### config.mk
export PLATFORM = sky130hd
export DESIGN_NAME = audio_buffer_scheduler
export DESIGN_NICKNAME = d
export VERILOG_FILES = /design/src/rtl/audio_pkg.sv /design/src/rtl/audio_bank_ram.sv /design/src/rtl/audio_buffer_scheduler.sv
export SDC_FILE = /design/constraint.sdc
export NUM_CORES = 1
export LEC_CHECK = 0
export CAP_MARGIN = 20
export CORE_ASPECT_RATIO = 0.8
export CORE_MARGIN = 8
export CORE_UTILIZATION = 25
export CTS_CLUSTER_SIZE = 40
export DETAILED_ROUTE_END_ITERATION = 16
export DONT_BUFFER_PORTS = 1
export GPL_TIMING_DRIVEN = 0
export HOLD_SLACK_MARGIN = 0.06
export PLACE_DENSITY = 0.45
export SLEW_MARGIN = 0
export SYNTH_ARGS = -nofsm -noshare
export SYNTH_HDL_FRONTEND = slang
export SYNTH_SLANG_ARGS = --single-unit
### constraint.sdc
create_clock -name clk -period 3.7 [get_ports clk]
set_clock_uncertainty 0.15 [all_clocks]
set_input_delay 1.11 -clock clk [delete_from_list [all_inputs] [get_ports clk]]
set_output_delay 1.11 -clock clk [all_outputs]
set_load 0.01 [all_outputs]
### src/rtl/audio_pkg.sv
// Shared types and default sizing for the audio double-buffer scheduler.
package audio_pkg;
  localparam int DEFAULT_BUF_SIZE    = 32;
  localparam int DEFAULT_SAMPLE_BITS = 16;

  typedef enum logic {
    F_IDLE = 1'b0,
    F_FILL = 1'b1
  } fill_state_t;

  typedef enum logic [1:0] {
    D_IDLE = 2'd0,
    D_SEND = 2'd1,
    D_DONE = 2'd2
  } drain_state_t;
endpackage

### src/rtl/audio_bank_ram.sv
// Two-bank byte RAM: one write port, one registered read port, addressed {bank, index}.
module audio_bank_ram
  import audio_pkg::*;
#(
  parameter int BUF_SIZE = DEFAULT_BUF_SIZE,
  parameter int IDX_W    = (BUF_SIZE > 1) ? $clog2(BUF_SIZE) : 1
) (
  input  logic             clk,
  input  logic             we_i,
  input  logic             wbank_i,
  input  logic [IDX_W-1:0] widx_i,
  input  logic [7:0]       wdata_i,
  input  logic             rbank_i,
  input  logic [IDX_W-1:0] ridx_i,
  output logic [7:0]       rdata_o
);
  logic [7:0] mem_q [2][BUF_SIZE];
  logic [7:0] rdata_q;

  always_ff @(posedge clk) begin
    if (we_i && (32'(widx_i) < BUF_SIZE)) mem_q[wbank_i][widx_i] <= wdata_i;
  end

  // Out-of-range prefetch addresses (past the last index) just hold the last read.
  always_ff @(posedge clk) begin
    if (32'(ridx_i) < BUF_SIZE) rdata_q <= mem_q[rbank_i][ridx_i];
  end

  assign rdata_o = rdata_q;
endmodule

### src/rtl/audio_buffer_scheduler.sv
// Ping-pong scheduler: fills one bank from DSP samples while the other drains bytewise to a UART.
module audio_buffer_scheduler
  import audio_pkg::*;
#(
  parameter int BUF_SIZE    = DEFAULT_BUF_SIZE,
  parameter int SAMPLE_BITS = DEFAULT_SAMPLE_BITS
) (
  input  logic                          clk,
  input  logic                          rst,
  input  logic                          frame_tick,
  input  logic                          dsp_tick,
  input  logic signed [SAMPLE_BITS-1:0] sample_in,
  output logic                          dsp_en,
  output logic                          tx_valid,
  input  logic                          tx_ready,
  output logic [7:0]                    tx_byte,
  output logic [7:0]                    frame_count,
  output logic [7:0]                    overrun_count
);
  localparam int IDX_W = (BUF_SIZE > 1) ? $clog2(BUF_SIZE) : 1;
  localparam logic [IDX_W-1:0] LAST_IDX = IDX_W'(BUF_SIZE - 1);

  // Arithmetic shift by SAMPLE_BITS-8 truncated to 8 bits keeps exactly the top byte.
  function automatic logic [7:0] to_byte(input logic signed [SAMPLE_BITS-1:0] s);
    return s[SAMPLE_BITS-1 -: 8];
  endfunction

  function automatic logic [7:0] sat_inc8(input logic [7:0] v);
    return (v == 8'hFF) ? v : v + 8'd1;
  endfunction

  fill_state_t  fill_state_q, fill_state_d;
  drain_state_t drain_state_q, drain_state_d;
  logic [IDX_W-1:0] fill_cnt_q, fill_cnt_d, rd_cnt_q, rd_cnt_d;
  logic             wr_bank_q, wr_bank_d, rd_bank_q, rd_bank_d;
  logic [1:0]       full_q, full_d;
  logic             dsp_en_q, dsp_en_d, tx_valid_q, tx_valid_d;
  logic [7:0]       tx_byte_q, tx_byte_d, frame_cnt_q, frame_cnt_d, overrun_q, overrun_d;
  logic             ram_we, fill_done, drain_done;
  logic [IDX_W-1:0] ram_ridx;
  logic [7:0]       ram_rdata;

  always_comb begin
    fill_state_d = fill_state_q;
    fill_cnt_d   = fill_cnt_q;
    wr_bank_d    = wr_bank_q;
    dsp_en_d     = dsp_en_q;
    overrun_d    = overrun_q;
    ram_we       = 1'b0;
    fill_done    = 1'b0;
    case (fill_state_q)
      F_IDLE: begin
        if (frame_tick) begin
          if (full_q[wr_bank_q]) begin
            overrun_d = sat_inc8(overrun_q);
          end else begin
            fill_state_d = F_FILL;
            fill_cnt_d   = '0;
            dsp_en_d     = 1'b1;
          end
        end
      end
      F_FILL: begin
        if (dsp_tick) begin
          ram_we     = 1'b1;
          fill_cnt_d = fill_cnt_q + 1'b1;
          if (fill_cnt_q == LAST_IDX) begin
            fill_done    = 1'b1;
            wr_bank_d    = ~wr_bank_q;
            dsp_en_d     = 1'b0;
            fill_state_d = F_IDLE;
          end
        end
      end
      default: fill_state_d = F_IDLE;
    endcase
  end

  always_comb begin
    drain_state_d = drain_state_q;
    rd_cnt_d      = rd_cnt_q;
    rd_bank_d     = rd_bank_q;
    tx_valid_d    = tx_valid_q;
    tx_byte_d     = tx_byte_q;
    frame_cnt_d   = frame_cnt_q;
    drain_done    = 1'b0;
    case (drain_state_q)
      D_IDLE: begin
        if (full_q[rd_bank_q]) begin
          drain_state_d = D_SEND;
          rd_cnt_d      = '0;
          tx_valid_d    = 1'b0;
        end
      end
      D_SEND: begin
        if (!tx_valid_q) begin
          tx_valid_d = 1'b1;
          tx_byte_d  = ram_rdata;
        end else if (tx_ready) begin
          if (rd_cnt_q == LAST_IDX) begin
            drain_done    = 1'b1;
            rd_bank_d     = ~rd_bank_q;
            frame_cnt_d   = frame_cnt_q + 8'd1;
            tx_valid_d    = 1'b0;
            drain_state_d = D_DONE;
          end else begin
            rd_cnt_d  = rd_cnt_q + 1'b1;
            tx_byte_d = ram_rdata;
          end
        end
      end
      D_DONE:  drain_state_d = D_IDLE;
      default: drain_state_d = D_IDLE;
    endcase
    // RAM always prefetches the byte after the one that will be on tx_byte next cycle.
    ram_ridx = (drain_state_q == D_SEND) ? rd_cnt_d + 1'b1 : '0;
  end

  always_comb begin
    full_d = full_q;
    if (fill_done)  full_d[wr_bank_q] = 1'b1;
    if (drain_done) full_d[rd_bank_q] = 1'b0;
  end

  always_ff @(posedge clk) begin
    if (rst) begin
      fill_state_q  <= F_IDLE;
      drain_state_q <= D_IDLE;
      fill_cnt_q    <= '0;
      rd_cnt_q      <= '0;
      wr_bank_q     <= 1'b0;
      rd_bank_q     <= 1'b0;
      full_q        <= 2'b00;
      dsp_en_q      <= 1'b0;
      tx_valid_q    <= 1'b0;
      tx_byte_q     <= 8'd0;
      frame_cnt_q   <= 8'd0;
      overrun_q     <= 8'd0;
    end else begin
      fill_state_q  <= fill_state_d;
      drain_state_q <= drain_state_d;
      fill_cnt_q    <= fill_cnt_d;
      rd_cnt_q      <= rd_cnt_d;
      wr_bank_q     <= wr_bank_d;
      rd_bank_q     <= rd_bank_d;
      full_q        <= full_d;
      dsp_en_q      <= dsp_en_d;
      tx_valid_q    <= tx_valid_d;
      tx_byte_q     <= tx_byte_d;
      frame_cnt_q   <= frame_cnt_d;
      overrun_q     <= overrun_d;
    end
  end

  audio_bank_ram #(.BUF_SIZE(BUF_SIZE), .IDX_W(IDX_W)) u_ram (
    .clk     (clk),
    .we_i    (ram_we),
    .wbank_i (wr_bank_q),
    .widx_i  (fill_cnt_q),
    .wdata_i (to_byte(sample_in)),
    .rbank_i (rd_bank_q),
    .ridx_i  (ram_ridx),
    .rdata_o (ram_rdata)
  );

  assign dsp_en        = dsp_en_q;
  assign tx_valid      = tx_valid_q;
  assign tx_byte       = tx_byte_q;
  assign frame_count   = frame_cnt_q;
  assign overrun_count = overrun_q;
endmodule
==> flow_summary.yaml <==
synth:
  synth_top_family_by_area: "multiplexers"
  synth_nets: 1248
  synth_edf_count: 512
  synth_fa_ha_area_share_pct: 0.504
  synth_simple_gate_area_share_pct: 3.68
  synthMuxAreaShare_pct: 14.6
  netlist_area_um2: 22300
  yosys.area.top_type_share_pct: 68.9
  synthTopCellsByArea: "edfxtp_1, mux4_2, dfxtp_1"
  synth_seq_area_share_pct: 73.5
  synth-xor-area-share_pct: 0.745
  synth_compound_area_share_pct: 5.41
  synthFlopType: "edfxtp_1"
  ys_warn_count: 0
  ys_seq_elements: 564
  synthDistinctLibCells: 48
  syn_area_per_cell_um2: 18.3
  async_reset_ff_share_pct: 0
  synth_cells: 1218
  yosys.area.top_type: "edfxtp_1"
final_layout:
  drive_above_1_share_pct: 24.1
  fin_util_pct: 29.9
  area_growth_pct: 19.1
  diodes: 0
  final_common_cell: "edfxtp_1"
  fin_area_um2: 26600
  fillers: 8677
  fin_nets: 1327
  mostFrequentLayoutCells: "edfxtp_1, mux4_2, nor2_1"
critical_path:
  path_max_fanout: 7
  cp_slowest_cell: "mux4_2"
  cpPeakStageDelay_ns: 0.59
  cp_num_buf_inv: 3
  cp.arrival_ns: 4.12
  start_kind: "flip-flop"
  required_ns: 4.03
  worstSetupPathType: "flip-flop to flip-flop"
  path_cells: "ha_4 -> and4_4 -> or4_1 -> a21o_1 -> nand2_2 -> ha_4 -> nand2_4 -> buf_12 -> buf_8 -> buf_12 -> mux4_2 -> a31oi_1 -> a22oi_2 -> mux2i_2 -> mux2i_4"
  r2r_setup_slack_ns: -0.09
  endpoint_kind: "flip-flop"
  cp_top_family: "multiplexers"
placement:
  io_buffers: 0
  pre_cts_slack_ns: -1.12
  dpl.hpwl_um: 40000
  gp_congestion: 0.832
  dpl_cell_area_um2: 24000
timing:
  report.final.hold_viol_count: 0
  slew_viol_final: 0
  fmax_ghz: 0.264
  grt_setup_unrepaired: "yes"
  min_period_ns: 3.79
  timing.final.ws_setup_ns: -0.0921
  tightest_slew_ns: 1.09
  setup_violations: 7
  slew_headroom_pct: 27.6
  whs_ns: 0.327
  period_share_pct: 102
outcome:
  violations: "setup timing"
  status: "complete, but fails checks"
clock_network:
  root_buffer: "clkbuf_16"
  cts_tree: "built"
  clock_path_buffers: 3
  clk_pin_slew_ns: 0.06
  clock_latency_ns: 0.63
  hold_buffers: 0
  numClockSinks: 564
  htreeDepth: 2
  cts_made_buffers: 56
floorplan:
  die_area_um2: 99200
  row_count: 98
  die_h_um: 283
  die_w_um: 350
  ioPinCount: 47
  core_area_um2: 88900
  start_util_pct: 25.1
routing:
  avgViaCountPerCell: 4.66
  final_antenna_net_count: 0
  post_drt_wl_per_cell_um: 24.3
  vias: 11843
  wirelength_um: 61800
  dr.pass1.iters: 5
  drc: 0
  drtIter0Drc: 1148
job:
  drv_cap: 0
power:
  power.leakage_uw: 0.00816
  max-vdd-ir-drop_uv: 270
  p_per_area_nw_per_um2: 476
grt:
  grt_use_total_pct: 12.2
  grt-ovfl-total: 0
  grt_pass1_vias: 11902
  grt_first_pass_wirelength_um: 88600
  grt_max_degree: 65
  antenna_found_initial: 2
worst_hold_path:
  hold_path_class: "flip-flop to flip-flop"
==> tightest hold or removal path, delay by kind of cell (launching register included) <==
kind | cells | cell delay, ns
multiplexers | 1 | 0.06
AND/OR/NAND/NOR | 1 | 0.07
flip-flops | 1 | 0.31
==> layer usage <==
| metal | wire length [µm] | up-vias | GRT usage (%) |
|---|---|---|---|
| met5 | 0 | - | 0 |
| met4 | 1330 | 0 | 3.24 |
| met3 | 4480 | 82 | 3.27 |
| met2 | 25800 | 360 | 17.0 |
| met1 | 30200 | 6281 | 18.6 |
| li1 | - | 5120 | - |
==> logic make-up after synthesis <==
| logic type | count (synthesis) |
|---|---|
| compound gates | 194 |
| xor+xnor | 19 |
| fa+ha+maj | 9 |
| buf+inv | 84 |
| flops | 564 |
| mux | 164 |
| simple gates | 184 |
==> synthesized netlist by cell type, types with 9 or more instances <==
cell type,number
nand2_1,31
nor2_1,102
nand3_1,12
dfxtp_1,52
a22oi_1,32
buf_2,15
mux2i_1,35
o21ai_0,66
ha_1,9
edfxtp_1,512
xor2_1,12
a31oi_1,67
clkbuf_1,60
mux4_2,128
a21oi_1,11
==> registers in the layout, indices dropped and copies added (netlist names), named ones only <==
signal,cells
rd_cnt_q,5
fill_state_q,1
wr_bank_q,1
tx_byte,8
rd_bank_q,1
u_ram.mem_q,512
u_ram.rdata_o,8
dsp_en,1
drain_state_q,2
full_q,2
fill_cnt_q,5
overrun_count,8
frame_count,8
tx_valid,1
==> per-stage QoR <==
step                      total power, µW  instances  TNS (ns)
after global placement               7140       2418     -7.54
after CTS                           12800       2540     -1.67
after detailed placement             7140       2419     -7.62
after floorplan                      7120       1218   -0.0188
after global routing                13000       2542    -0.822
final                               12700       2542    -0.395
==> power by group <==
| group | total, µW | switching [µW] | internal, µW |
|---|---|---|---|
| clock | 5660 | 2450 | 3210 |
| combinational | 55.9 | 40.6 | 15.3 |
| sequential | 6950 | 5.24 | 6950 |
| total | 12700 | 2490 | 10200 |
==> path summary, 6_finish.rpt <==
path | cells after the start | start | endpoint
setup / recovery | 15 | rd_cnt_q[0] | u_ram.rdata_o[4]
hold / removal | 2 | u_ram.rdata_o[4] | tx_byte[4]
setup reg to reg | 15 | rd_cnt_q[0] | u_ram.rdata_o[4]
hold reg to reg | 2 | u_ram.rdata_o[4] | tx_byte[4]
==> area by class of cell <==
class | instances | area (µm²) | share of cell area [%]
sequential | 564 | 16400 | 61.8
multi-input combinational | 570 | 6050 | 22.8
tap | 1200 | 1500 | 5.65
clock buffer | 67 | 1490 | 5.61
buffer | 73 | 463 | 1.74
timing repair buffer | 26 | 324 | 1.22
clock inverter | 36 | 310 | 1.17
inverter | 6 | 22.5 | 0.0847
==> timing repair <==
item,4_1_cts,5_1_grt
endpoints found under the setup margin,8,8
gates resized for setup,77,65
pin swaps,19,14
buffers inserted,19,4
gates cloned,1,0
Power figures use the tool's default switching activity.
